[src/rtl/gray_monitor_if.sv]
// Sample stream and status bundle between a Gray-count source and gray_monitor.
// The source side drives the sample; the monitor side returns decoded value and status.
interface gray_monitor_if #(
    parameter int W  = 3,
    parameter int WC = 8
);
    logic          In_valid;
    logic [W-1:0]  Gray_in;
    logic [W-1:0]  Bin_out;
    logic          Out_valid;
    logic          Wrap;
    logic [WC-1:0] Wrap_count;
    logic          Locked;
    logic          Step_err;

    modport master (
        output In_valid, Gray_in,
        input  Bin_out, Out_valid, Wrap, Wrap_count, Locked, Step_err
    );

    modport slave (
        input  In_valid, Gray_in,
        output Bin_out, Out_valid, Wrap, Wrap_count, Locked, Step_err
    );
endinterface

[src/rtl/gray_monitor.sv]
// Decodes a sampled Gray count to binary and checks that each sample holds or
// advances exactly one step; reports wraps and sticky sequence violations.
module gray_monitor #(
    parameter int W  = 3,
    parameter int WC = 8
) (
    input  logic          Clk,
    input  logic          Reset,
    gray_monitor_if.slave bus
);
    typedef enum logic [1:0] {
        UNLOCKED = 2'd0,
        LOCKED   = 2'd1,
        ERROR    = 2'd2
    } state_t;

    state_t        state;
    state_t        state_next;
    logic [W-1:0]  prev_bin;
    logic [W-1:0]  d;
    logic          is_hold;
    logic          is_step;

    logic [W-1:0]  prev_next;
    logic [W-1:0]  bin_next;
    logic          out_valid_next;
    logic          wrap_next;
    logic [WC-1:0] wrap_count_next;
    logic          step_err_next;
    logic          locked_next;

    function automatic logic [W-1:0] gray2bin(input logic [W-1:0] g);
        logic [W-1:0] b;
        b[W-1] = g[W-1];
        for (int i = W - 2; i >= 0; i--) begin
            b[i] = b[i+1] ^ g[i];
        end
        return b;
    endfunction

    assign d       = gray2bin(bus.Gray_in);
    assign is_hold = (d == prev_bin);
    assign is_step = (d == prev_bin + W'(1));

    // NOTE: sequential state uses non-blocking assignments so every register
    // samples pre-edge values; blocking here would create order-dependent races.
    always_ff @(posedge Clk) begin
        if (Reset) begin
            state <= UNLOCKED;
        end else begin
            state <= state_next;
        end
    end

    // NOTE: every combinational output gets a default first, so no path leaves
    // a variable unassigned and no latch is inferred.
    always_comb begin
        state_next = state;
        if (bus.In_valid) begin
            unique case (state)
                UNLOCKED: state_next = LOCKED;
                LOCKED:   if (!is_hold && !is_step) state_next = ERROR;
                ERROR:    state_next = ERROR;
                default:  state_next = UNLOCKED;
            endcase
        end
    end

    always_comb begin
        prev_next       = prev_bin;
        bin_next        = bus.Bin_out;
        out_valid_next  = 1'b0;
        wrap_next       = 1'b0;
        wrap_count_next = bus.Wrap_count;
        step_err_next   = bus.Step_err;
        if (bus.In_valid) begin
            out_valid_next = 1'b1;
            unique case (state)
                UNLOCKED: begin
                    prev_next = d;
                    bin_next  = d;
                end
                LOCKED: begin
                    if (is_step) begin
                        prev_next = d;
                        bin_next  = d;
                        // A legal step landing on zero can only come from the all-ones code.
                        if (d == '0) begin
                            wrap_next = 1'b1;
                            if (bus.Wrap_count != '1) begin
                                wrap_count_next = bus.Wrap_count + WC'(1);
                            end
                        end
                    end else if (!is_hold) begin
                        prev_next     = d;
                        bin_next      = d;
                        step_err_next = 1'b1;
                    end
                end
                ERROR: begin
                    prev_next = d;
                    bin_next  = d;
                end
                default: begin
                    prev_next = prev_bin;
                end
            endcase
        end
        locked_next = (state_next == LOCKED);
    end

    always_ff @(posedge Clk) begin
        if (Reset) begin
            prev_bin       <= '0;
            bus.Bin_out    <= '0;
            bus.Out_valid  <= 1'b0;
            bus.Wrap       <= 1'b0;
            bus.Wrap_count <= '0;
            bus.Locked     <= 1'b0;
            bus.Step_err   <= 1'b0;
        end else begin
            prev_bin       <= prev_next;
            bus.Bin_out    <= bin_next;
            bus.Out_valid  <= out_valid_next;
            bus.Wrap       <= wrap_next;
            bus.Wrap_count <= wrap_count_next;
            bus.Locked     <= locked_next;
            bus.Step_err   <= step_err_next;
        end
    end
endmodule
[src/flat_wrapper.sv]
// flat-port wrapper written by rule: the top's interface ports become plain ports
module gray_monitor_flat 
#(
    parameter int W  = 3,
    parameter int WC = 8
)
  (Clk, Reset, bus_In_valid, bus_Gray_in, bus_Bin_out, bus_Out_valid, bus_Wrap, bus_Wrap_count, bus_Locked, bus_Step_err);
  gray_monitor_if #(.W(W), .WC(WC)) bus_i ();
  input  logic Clk;
  input  logic Reset;
  input wire logic [$bits(bus_i.In_valid)-1:0] bus_In_valid;
  input wire logic [$bits(bus_i.Gray_in)-1:0] bus_Gray_in;
  output wire logic [$bits(bus_i.Bin_out)-1:0] bus_Bin_out;
  output wire logic [$bits(bus_i.Out_valid)-1:0] bus_Out_valid;
  output wire logic [$bits(bus_i.Wrap)-1:0] bus_Wrap;
  output wire logic [$bits(bus_i.Wrap_count)-1:0] bus_Wrap_count;
  output wire logic [$bits(bus_i.Locked)-1:0] bus_Locked;
  output wire logic [$bits(bus_i.Step_err)-1:0] bus_Step_err;
  assign bus_i.In_valid = bus_In_valid;
  assign bus_i.Gray_in = bus_Gray_in;
  assign bus_Bin_out = bus_i.Bin_out;
  assign bus_Out_valid = bus_i.Out_valid;
  assign bus_Wrap = bus_i.Wrap;
  assign bus_Wrap_count = bus_i.Wrap_count;
  assign bus_Locked = bus_i.Locked;
  assign bus_Step_err = bus_i.Step_err;
  gray_monitor #(.W(W), .WC(WC)) u_core (.Clk(Clk), .Reset(Reset), .bus(bus_i));
endmodule
[config.mk]
export PLATFORM = sky130hd
export DESIGN_NAME = gray_monitor_flat
export DESIGN_NICKNAME = d
export VERILOG_FILES = /design/src/rtl/gray_monitor_if.sv /design/src/rtl/gray_monitor.sv /design/src/flat_wrapper.sv
export SDC_FILE = /design/constraint.sdc
export NUM_CORES = 1
export LEC_CHECK = 0
export ABC_AREA = 1
export ABC_CLOCK_PERIOD_IN_PS = 1910
export BUFFER_PORTS_ARGS = -buffer_cell sky130_fd_sc_hd__buf_2
export CAP_MARGIN = 20
export CELL_PAD_IN_SITES_DETAIL_PLACEMENT = 0
export CELL_PAD_IN_SITES_GLOBAL_PLACEMENT = 1
export CORE_ASPECT_RATIO = 1.75
export CORE_MARGIN = 3
export CORE_UTILIZATION = 37
export CTS_CLUSTER_DIAMETER = 80
export CTS_CLUSTER_SIZE = 24
export DETAILED_ROUTE_END_ITERATION = 8
export GPL_TIMING_DRIVEN = 0
export PLACE_DENSITY_LB_ADDON = 0.1
export SLEW_MARGIN = 5
export SYNTH_ARGS = -nofsm -noshare
export SYNTH_HDL_FRONTEND = slang
export SYNTH_SLANG_ARGS = --single-unit
[constraint.sdc]
create_clock -name Clk -period 1.91 [get_ports Clk]
set_input_delay 0.0955 -clock Clk [delete_from_list [all_inputs] [get_ports Clk]]
set_output_delay 0.0955 -clock Clk [all_outputs]
set_load 0.02 [all_outputs]
==> results of run 1 <==
## layout make-up
class	instances	area, um2
repair buffers	20	100
fillers	276	1360
plain buffers	1	3.75
well taps	26	32.5
inverters	19	71.3
multi-input cells	103	564
clock buffers	3	41.3
flip-flops and latches	17	340
clock inverters	1	5.00
## worst reg2reg max path: stages, from the launching register on
cell	delay, ns
dfxtp_1	0.41
ha_1	0.22
inv_1	0.07
nor2_1	0.16
nand4_1	0.18
nand4_2	0.24
nand2_1	0.10
a21oi_2	0.13
## worst paths after layout
check / end / depth (start not counted)
setup / recovery: u_core.bus.Wrap_count[0] / 11
hold / removal: u_core.bus.Step_err / 3
setup reg to reg: u_core.bus.Wrap_count[7] / 7
hold reg to reg: u_core.bus.Step_err / 2
## power by group through the flow
stage	sequential, W	combinational [W]	clock, W
2_1_floorplan	0.000404	0.000112	0
6_report	0.000382	0.000163	0.000270
4_1_cts	0.000383	0.000166	0.000280
3_5_place_dp	0.000391	0.000166	0
3_3_place_gp	0.000390	0.000165	0
5_1_grt	0.000384	0.000185	0.000294
## stage by stage
| step | hold WS (ns) | power (W) | setup slack (ns) |
|---|---|---|---|
| after detailed placement | 0.419 | 0.000556 | 0.0449 |
| after global placement | 0.405 | 0.000555 | 0.0291 |
| after floorplan | 0.242 | 0.000515 | 0.389 |
| after CTS | 0.145 | 0.000829 | 0.311 |
| final | 0.147 | 0.000816 | 0.332 |
| after global routing | 0.148 | 0.000863 | 0.142 |
## per-layer routing
| metal | up-vias | track usage (%) | part of all wire, % |
|---|---|---|---|
| met5 | - | 0 | 0 |
| met4 | 0 | 7.82 | 2.2 |
| met3 | 5 | 2.18 | 4.6 |
| met2 | 24 | 25.8 | 53 |
| met1 | 418 | 16.4 | 40 |
| li1 | 496 | - | - |
## flip-flops by register name, summed over array words and instances (netlist names)
signal,count
u_core.state,2
u_core.bus.Wrap,1
u_core.bus.Step_err,1
u_core.bus.Locked,1
u_core.bus.Wrap_count,8
u_core.bus.Bin_out,3
u_core.bus.Out_valid,1
## synthesized netlist by cell type
cell type,instances
xor2_1,5
nor2_4,2
nand4_2,1
nor2_1,9
ha_1,3
o21ai_1,4
nand2_4,1
nand2_1,40
inv_2,1
nand2_2,6
inv_1,18
nor2_8,1
nor3_1,3
nand4_1,2
a21oi_2,1
clkbuf_1,1
xnor2_1,1
dfxtp_1,17
a21oi_1,13
nand3_2,1
nor2_2,2
nand3_1,4
o21ai_0,2
nor4_1,2
## cell families after synthesis
group / after synthesis
compound gates: 20
xor+xnor: 6
fa+ha+maj: 3
buf+inv: 20
flops: 17
simple gates: 74
==> summary.md, run 1 <==
| Metric | Value |
|---|---|
| Status | finished clean |
| Area share of the largest cell type after synthesis | 34.7% |
| Diodes inserted | 0 |
| Clock Path Buffers | 2 |
| Commonest cells after routing, fill and taps aside | nand2_1 (40), buf_2 (20), inv_1 (18) |
| Net Sw Frac | 30.0% |
| Clock power share | 33.1% |
| Fin crit period | 1.58 ns |
| Max Clk Rate | 634 MHz |
| Initial Util | 38.8% |
| Hold Vio Cnt, Final | 0 |
| Worst R2R Setup Slack | 0.34 ns |
| Leak Pwr | 0.580 nW |
| Complex-gate fraction of the synthesized area | 10.6% |
| Final Wtd Congestion | 0.755 |
| First-pass GRT wire length | 3620 um |
| Crit end category | register |
| Layout cells sized above 1 | 24.4% |
| CP max stage delay | 0.34 ns |
| Syn avg cell area | 7.00 um2 |
| WS Path Type | in2reg |
| Hold-fix buffers, CTS | 0 |
| Setup TNS | 0 ns |
| Worst setup SP type | primary input |
| Core Footprint | 0.00252 mm2 |
| Mapped Cells | 140 |
| Final setup fails | 0 |
| Root buffer cell | clkbuf_8 |
| Total gr overflow | 0 |
| Reg-to-Reg Start | u_core.bus.Wrap_count[1] |
| Post-route ant nets | 0 |
| Final wirelength | 2150 um |
| Gr usage total | 14.6% |
| Die height | 74.1 um |
| Port buffer count | 20 |
| Core Rows | 24 |
| Setup crit start | bus_Gray_in[2] |
| Simple-Gate Fraction of Synth Area | 37.8% |
| Clk_skew | 0.00394 ns |
| Gate power share | 20.0% |
| Fin util | 45.9% |
| Dpl cell area | 0.00111 mm2 |
| Clock transition at the registers of the reported paths | 0.07 ns |
| Initial antenna violation count | 0 |
| Worst EP arrival | 1.72 ns |
| Width of the die | 44.9 um |
| Largest family of logic cells by synthesized area | simple AND/OR/NAND/NOR gates |
| Synth warn | 0 |
| Worst hold path type | in2reg |
| Commonest non-fill, non-tap cell in the layout | nand2_1 |
| Period utilization | 82.6% |
| Worst EP required | 2.05 ns |
| Num CTS Buffers | 3 |
| Hold Startpoint | bus_In_valid |
| Post-synthesis xor/xnor area fraction | 5.36% |
| DRC Markers | 0 |
| RSZ-0062 raised after global routing | false |
| Final Instance Area | 0.00116 mm2 |
| Final Non-Filler Cells | 190 |
| Net count, final | 174 |
| Post-synthesis cell area | 980 um2 |
| Largest cells by area after synthesis | dfxtp_1 (35%), nand2_1 (15%), inv_1 (6.9%), a21oi_1 (6.6%), xor2_1 (4.5%) |
| CTS sink cnt | 17 |
| Slew margin rel. | 66.6% |
| Distinct cells, synth | 24 |
| Pin count of the biggest net entering global routing | 11 |
| Top delay family on crit path | simple AND/OR/NAND/NOR gates |
| Top cell type by total area after synthesis | dfxtp_1 |
| Vias | 943 |
| Drt wl/cell | 11.3 um |
| Initial drt markers | 20 |
| I/O pin count | 21 |
| Die area | 0.00333 mm2 |
| Max IR drop VDD | 0.482 mV |
| Worst Tran Pin Value | 0.500 ns |
| Dpl hpwl | 1740 um |
| Worst-path fanout max | 8 |
| Slowest CP cell | ha_1 |
| Pwr/cell area | 704 mW/mm2 |
| CTS tree | yes |
| CTS H-Tree Depth | 1 |
| # resized after CTS | 0 |
| Number of max-cap violations | 0 |
| Switching Power | 0.000245 W |
| Sequential share of the synthesized area | 34.7% |
| Dpl cells | 186 |
| Synth Net Count | 149 |
| CP Buf/Inv Count | 2 |
| Vias in the first global route | 850 |
| Fin. max-slew vios | 0 |
| Synth Area in Adders | 3.83% |
| Iteration count of the initial detailed-routing pass | 4 |
| # Post-CTS Setup Buffers | 0 |
| Synthesis-stage register bit count | 17 |
| Area Growth Syn to Fin | 18.3% |
| Flop pwr share | 46.9% |
| Crit path cell chain | buf_2, inv_2, nand2_1, nand2_2, ha_1, xor2_1, nand2_1, nor2_4, nand4_2, o21ai_1, a21oi_1 |
| Via/cell ratio | 4.96 |
| Post-synthesis mux area share | 0% |
| Cell-internal power | 0.000571 W |
| Crit path top cell by count | nand2_1 |
| Clock latency on the worst-skew pair | 0.25 ns |
Power figures use the tool's default switching activity.
==> run 2: changes to the inputs <==
ABC_CLOCK_PERIOD_IN_PS = 1360   (was 1910)
CORE_UTILIZATION = 33   (was 37)
clock period = 1.36 ns   (was 1.91 ns; I/O delays follow)
==> run 2 against run 1 <==
Net effect: the run now ends with setup timing left; global-route usage barely moved; flip-flop and latch count did not move; via count rose by 3.2%; hold slack got worse by 0.016 ns; power rose by 48%; largest cell class unchanged; sequential share of layout area fell by 3.8 points.
==> summary.md, run 2 (synthesis gave the netlist of run 1 again) <==
| Metric | Value |
|---|---|
| Commonest cells after routing, fill and taps aside | nand2_1 (32), buf_2 (19), inv_1 (14) |
| Worst hold path type | in2reg |
| Final Non-Filler Cells | 201 (+5.8%) |
| Dpl hpwl | 1800 um (+3.4%) |
| Area Growth Syn to Fin | 41.4% |
| Period utilization | 101% |
| Violated checks | setup timing |
| Pre-CTS setup slack | -0.432 ns (-0.477 ns) |
| DRC Markers | 0 (unchanged) |
| First-pass GRT wire length | 4060 um (+12%) |
| WHS | 0.131 ns (-0.0160 ns) |
| WS Path Type | reg2reg |
| Initial drt markers | 13 (-35%) |
| Status | finished, violations left |
| Drt wl/cell | 12.1 um (+7.5%) |
| Max reg flops | 8 (unchanged) |
| Clock latency on the worst-skew pair | 0.25 ns (about the same) |
| Max Clk Rate | 731 MHz |
| Core Footprint | 0.00278 mm2 (+10%) |
| CTS sink cnt | 17 (unchanged) |
| I/O pin count | 21 (unchanged) |
| Clock Path Buffers | 2 (unchanged) |
| Die area | 0.00368 mm2 (+11%) |
| Worst R2R Setup Slack | -0.009 ns (-0.35 ns) |
| CTS H-Tree Depth | 1 (unchanged) |
| Root buffer cell | clkbuf_8 |
| Max IR drop VDD | 0.544 mV (+13%) |
| Total gr overflow | 0 (unchanged) |
| Final wirelength | 2440 um (+14%) |
| Hold Startpoint | bus_In_valid |
| R2R cell count | 8 (+1) |
| Slew margin rel. | 58.5% (-8.1 points) |
| Num CTS Buffers | 3 (unchanged) |
| Reg-to-Reg Start | u_core.bus.Wrap_count[0] |
| Fin. max-slew vios | 0 (unchanged) |
| Top reg by flops | u_core.bus.Wrap_count |
| Core Rows | 25 (+4.2%) |
| CP max stage delay | 0.36 ns (+0.02 ns) |
| Worst setup SP type | register |
| Port buffer count | 20 (unchanged) |
| Worst EP arrival | 1.51 ns (-0.21 ns) |
| Crit end category | register |
| Final setup fails | 3 (+3) |
| Gr usage total | 14.6% (-0.026 points) |
| Leak Pwr | 0.635 nW (+9.4%) |
| Pin count of the biggest net entering global routing | 11 (unchanged) |
| Top delay family on crit path | simple AND/OR/NAND/NOR gates |
| Hold path depth | 3 (unchanged) |
| Vias | 973 (+3.2%) |
| Biggest regs | u_core.bus.Wrap_count (8), u_core.bus.Bin_out (3), u_core.state (2) |
| Commonest non-fill, non-tap cell in the layout | nand2_1 |
| RSZ-0062 raised after global routing | true |
| CTS tree | yes |
| Slowest CP cell | dfxtp_4 |
| Clock transition at the registers of the reported paths | 0.07 ns (about the same) |
| Vias in the first global route | 973 (+14%) |
| Initial antenna violation count | 0 (unchanged) |
| Width of the die | 47.2 um (+5.1%) |
| Worst Tran Pin Value | 0.623 ns (+0.122 ns) |
| Post-route ant nets | 0 (unchanged) |
| RR Endpoint | u_core.bus.Wrap_count[1] |
| Dpl cells | 187 (+0.54%) |
| Net count, final | 184 (+5.7%) |
| Hold Vio Cnt, Final | 0 (unchanged) |
| Dpl cell area | 0.00117 mm2 (+5.2%) |
| Hold worst-path end | u_core.bus.Step_err |
| Crit path cell chain | ha_4, inv_4, nor2_4, nand4_1, nand2_2, nor2_8, o21ai_1, nor2_1 |
| Iteration count of the initial detailed-routing pass | 4 (unchanged) |
| Diodes inserted | 0 (unchanged) |
| Final worst setup slack | -0.00851 ns (-0.341 ns) |
| Final Instance Area | 0.00139 mm2 (+20%) |
| Pwr/cell area | 872 mW/mm2 (+24%) |
| Layout cells sized above 1 | 44.8% (+20 points) |
| Initial Util | 35.2% (-3.6 points) |
| Die height | 78.1 um (+5.4%) |
| Number of max-cap violations | 0 (unchanged) |
| Final Wtd Congestion | 0.723 (-4.3%) |
| CP Buf/Inv Count | 1 (-1) |
| Worst EP required | 1.50 ns (-0.55 ns) |
| Via/cell ratio | 4.84 (-2.5%) |
| Clk_skew | 0.00115 ns (-0.00279 ns) |
| Fin crit period | 1.37 ns |
| Worst-path fanout max | 8 (unchanged) |
[run 2: cell count changes in the layout (fill, tap and decap cells not counted), sizes merged]
cell and delta:
buf +10, clkbuf +1, clkinv -1
[run 2: through the flow]
stage	total power, W	TNS, ns	util [%]
finish	0.00121	-0.0194	49.8
global route	0.00128	-0.852	49.8
CTS	0.00121	-0.125	47.0
detailed placement	0.000789	-4.78	42.0
global placement	0.000785	-4.49	42.0
floorplan	0.000729	-0.000290	-
[run 2: worst reg2reg max path: stages (launching register included)]
cell and delay (ns):
dfxtp_4 0.36, ha_4 0.16, inv_4 0.04, nor2_4 0.10, nand4_1 0.19, nand2_2 0.18
nor2_8 0.07, o21ai_1 0.12, nor2_1 0.05
[run 2: how the worst max path moves through the flow]
stage,start,endpoint,slack [ns],cells past startpoint
global route,u_core.bus.Wrap_count[0],u_core.bus.Wrap_count[2],-0.11,9
detailed placement,bus_Gray_in[2],u_core.bus.Wrap_count[0],-0.43,11
finish,u_core.bus.Wrap_count[0],u_core.bus.Wrap_count[1],-0.009,8
global placement,bus_Gray_in[2],u_core.bus.Wrap_count[0],-0.41,11
CTS,u_core.bus.Bin_out[0],u_core.bus.Wrap_count[2],-0.04,9
floorplan,u_core.bus.Bin_out[1],u_core.bus.Wrap_count[0],-0.0003,7
[run 2: timing repair]
| action | CTS | global route |
|---|---|---|
| resized for setup | 9 | 16 |
| hold buffers | 0 | 0 |
| endpoints found under the hold margin | 0 | 0 |
| buffers inserted | 6 | 4 |
| pin swaps | 18 | 8 |
| setup endpoints to repair | 11 | 15 |
[run 2: power by group]
group          internal (W)  switching (W)  total, W
registers          0.000517      0.0000198  0.000537
clock network      0.000207       0.000166  0.000373
logic              0.000116       0.000181  0.000297
total              0.000840       0.000367   0.00121
[run 2: layer usage]
layer	GRT usage [%]	part of all wire (%)	routed length, um	vias to the layer above
li1	-	-	-	515
met1	15.6	41	991	445
met2	27.0	56	1370	11
met3	2.06	2.3	57	2
met4	4.99	0.78	19	0
met5	0	0	0	-
[run 2: cell type report]
cell class / count / area [um2]
buffer: 1 / 3.75
clock buffer: 4 / 45.0
fill: 281 / 1400
inverter: 19 / 78.8
multi-input combinational: 103 / 692
sequential: 17 / 354
tap: 27 / 33.8
timing repair buffer: 30 / 178
==> run 3: changes to the inputs <==
SKIP_LAST_GASP = 1   (was unset)
==> run 3 against run 2 <==
Net effect: the flow still finishes with violations (setup timing); global-route usage did not move; clock-buffer cell count unchanged; critical path depth stayed put; flip-flop and latch count did not move; via count down 0.10%; clock skew barely moved; clock power barely moved; largest power group unchanged.
==> summary.md, run 3 (synthesis gave the netlist of run 1 again) <==
| Metric | Value |
|---|---|
| Num CTS Buffers | 3 (unchanged) |
| Violated checks | setup timing |
| Final Wtd Congestion | 0.723 (unchanged) |
| Worst EP required | 1.50 ns (about the same) |
| CTS H-Tree Depth | 1 (unchanged) |
| WS Path Type | reg2reg |
| Core Rows | 25 (unchanged) |
| Top reg by flops | u_core.bus.Wrap_count |
| Width of the die | 47.2 um (unchanged) |
| Final wirelength | 2440 um (-0.12%) |
| Root buffer cell | clkbuf_8 |
| RR Endpoint | u_core.bus.Wrap_count[1] |
| Vias | 972 (-0.10%) |
| Setup crit start | u_core.bus.Wrap_count[0] |
| CP endpoint | u_core.bus.Wrap_count[1] |
| Biggest regs | u_core.bus.Wrap_count (8), u_core.bus.Bin_out (3), u_core.state (2) |
| Clock Path Buffers | 2 (unchanged) |
| Max reg flops | 8 (unchanged) |
| Worst hold path type | in2reg |
| DRC Markers | 0 (unchanged) |
| Net count, final | 184 (unchanged) |
| Iteration count of the initial detailed-routing pass | 4 (unchanged) |
| Max Clk Rate | 731 MHz (unchanged) |
| Initial antenna violation count | 0 (unchanged) |
| Period utilization | 101% (about the same) |
| Clock latency on the worst-skew pair | 0.25 ns (about the same) |
| R2R cell count | 8 (unchanged) |
| Max IR drop VDD | 0.544 mV (-0.12%) |
| Fin crit period | 1.37 ns (-0.000000880 ns) |
| Hold-fix buffers, CTS | 0 (unchanged) |
| Leak Pwr | 0.635 nW (about the same) |
| Clk_skew | 0.00103 ns (-0.000123 ns) |
| Commonest cells after routing, fill and taps aside | nand2_1 (32), buf_2 (19), inv_1 (14) |
| Worst Tran Pin Value | 0.599 ns (-0.0238 ns) |
| Worst R2R Setup Slack | -0.009 ns (about the same) |
| Fin util | 49.6% (-0.13 points) |
| Via/cell ratio | 4.84 (-0.10%) |
| Post-route ant nets | 0 (unchanged) |
| Die height | 78.1 um (unchanged) |
| Worst-path fanout max | 8 (unchanged) |
| Status | finished, violations left |
| Fin. max-slew vios | 0 (unchanged) |
| Vias in the first global route | 973 (unchanged) |
| CTS tree | yes |
| Drt wl/cell | 12.1 um (-0.12%) |
| I/O pin count | 21 (unchanged) |
| Die area | 0.00368 mm2 (unchanged) |
| RSZ-0062 raised after global routing | true |
| Hold Vio Cnt, Final | 0 (unchanged) |
| Dpl hpwl | 1800 um (unchanged) |
| Number of max-cap violations | 0 (unchanged) |
| Crit end category | register |
| Gr usage total | 14.6% (unchanged) |
| Slew margin rel. | 60.1% (+1.6 points) |
| Final setup fails | 2 (-1) |
| Worst setup SP type | register |
| First-pass GRT wire length | 4060 um (unchanged) |
| Pin count of the biggest net entering global routing | 11 (unchanged) |
| WHS | 0.131 ns (+0.000149 ns) |
| Total gr overflow | 0 (unchanged) |
| Worst EP arrival | 1.51 ns (about the same) |
| Hold path depth | 3 (unchanged) |
| Layout cells sized above 1 | 44.3% (-0.57 points) |
| Initial drt markers | 13 (unchanged) |
| Core Footprint | 0.00278 mm2 (unchanged) |
| Pwr/cell area | 874 mW/mm2 (+0.23%) |
| Area Growth Syn to Fin | 41.0% |
| Commonest non-fill, non-tap cell in the layout | nand2_1 |
| Clock transition at the registers of the reported paths | 0.07 ns (about the same) |
| Diodes inserted | 0 (unchanged) |
| Final worst setup slack | -0.00851 ns (+0.000000880 ns) |
| Initial Util | 35.2% (unchanged) |
| Port buffer count | 20 (unchanged) |
| Reg-to-Reg Start | u_core.bus.Wrap_count[0] |
| CTS sink cnt | 17 (unchanged) |
==> run 3: cell type report <==
cell class | instances | area, um2
buffer | 1 | 3.75
sequential | 17 | 354
multi-input combinational | 103 | 688
tap | 27 | 33.8
timing repair buffer | 30 | 178
inverter | 19 | 78.8
clock buffer | 4 | 45.0
fill | 281 | 1400
==> run 3: routing by layer <==
metal	vias up	global-route usage (%)	wire (um)
met2	11	27.0	1370
met3	2	2.06	57
met1	444	15.6	992
li1	515	-	-
met4	0	4.99	19
met5	-	0	0
==> run 3: worst max-delay path: stages (launching register included) <==
cell and delay, ns:
dfxtp_4 0.36, ha_4 0.16, inv_4 0.04, nor2_4 0.09, nand4_1 0.19, nand2_2 0.18
nor2_8 0.06, o21ai_1 0.12, nor2_1 0.05
==> run 3: where the power goes <==
| part | internal, W | switching (W) |
|---|---|---|
| clock | 0.000207 | 0.000166 |
| combinational | 0.000116 | 0.000181 |
| sequential | 0.000517 | 0.0000198 |
==> run 3: per-stage QoR <==
stage / total power [W] / area (um2) / setup TNS (ns) / setup WS [ns] / cells
floorplan: 0.000729 / 1040 / -0.000290 / -0.000290 / 140
CTS: 0.00121 / 1310 / -0.125 / -0.0367 / 197
detailed placement: 0.000789 / 1170 / -4.78 / -0.432 / 187
global placement: 0.000785 / 1170 / -4.49 / -0.409 / 187
global route: 0.00128 / 1380 / -0.858 / -0.110 / 201
finish: 0.00121 / 1380 / -0.0167 / -0.00851 / 201
==> run 3: worst min path at each step <==
| stage | from | end | slack (ns) |
|---|---|---|---|
| after floorplan | bus_In_valid | u_core.bus.Out_valid | 0.21 |
| after global placement | bus_In_valid | u_core.bus.Out_valid | 0.38 |
| after detailed placement | bus_In_valid | u_core.state[0] | 0.39 |
| after CTS | bus_In_valid | u_core.bus.Step_err | 0.12 |
| after global routing | bus_In_valid | u_core.bus.Wrap | 0.16 |
| final | bus_In_valid | u_core.bus.Step_err | 0.13 |
==> run 3: what timing repair did <==
item                                   in CTS  in global routing
setup endpoints to repair                  11                 15
gates cloned                                0                  0
setup buffers                               6                  4
pin swaps                                  18                  8
endpoints found under the hold margin       0                  0
resized for setup                           9                 15
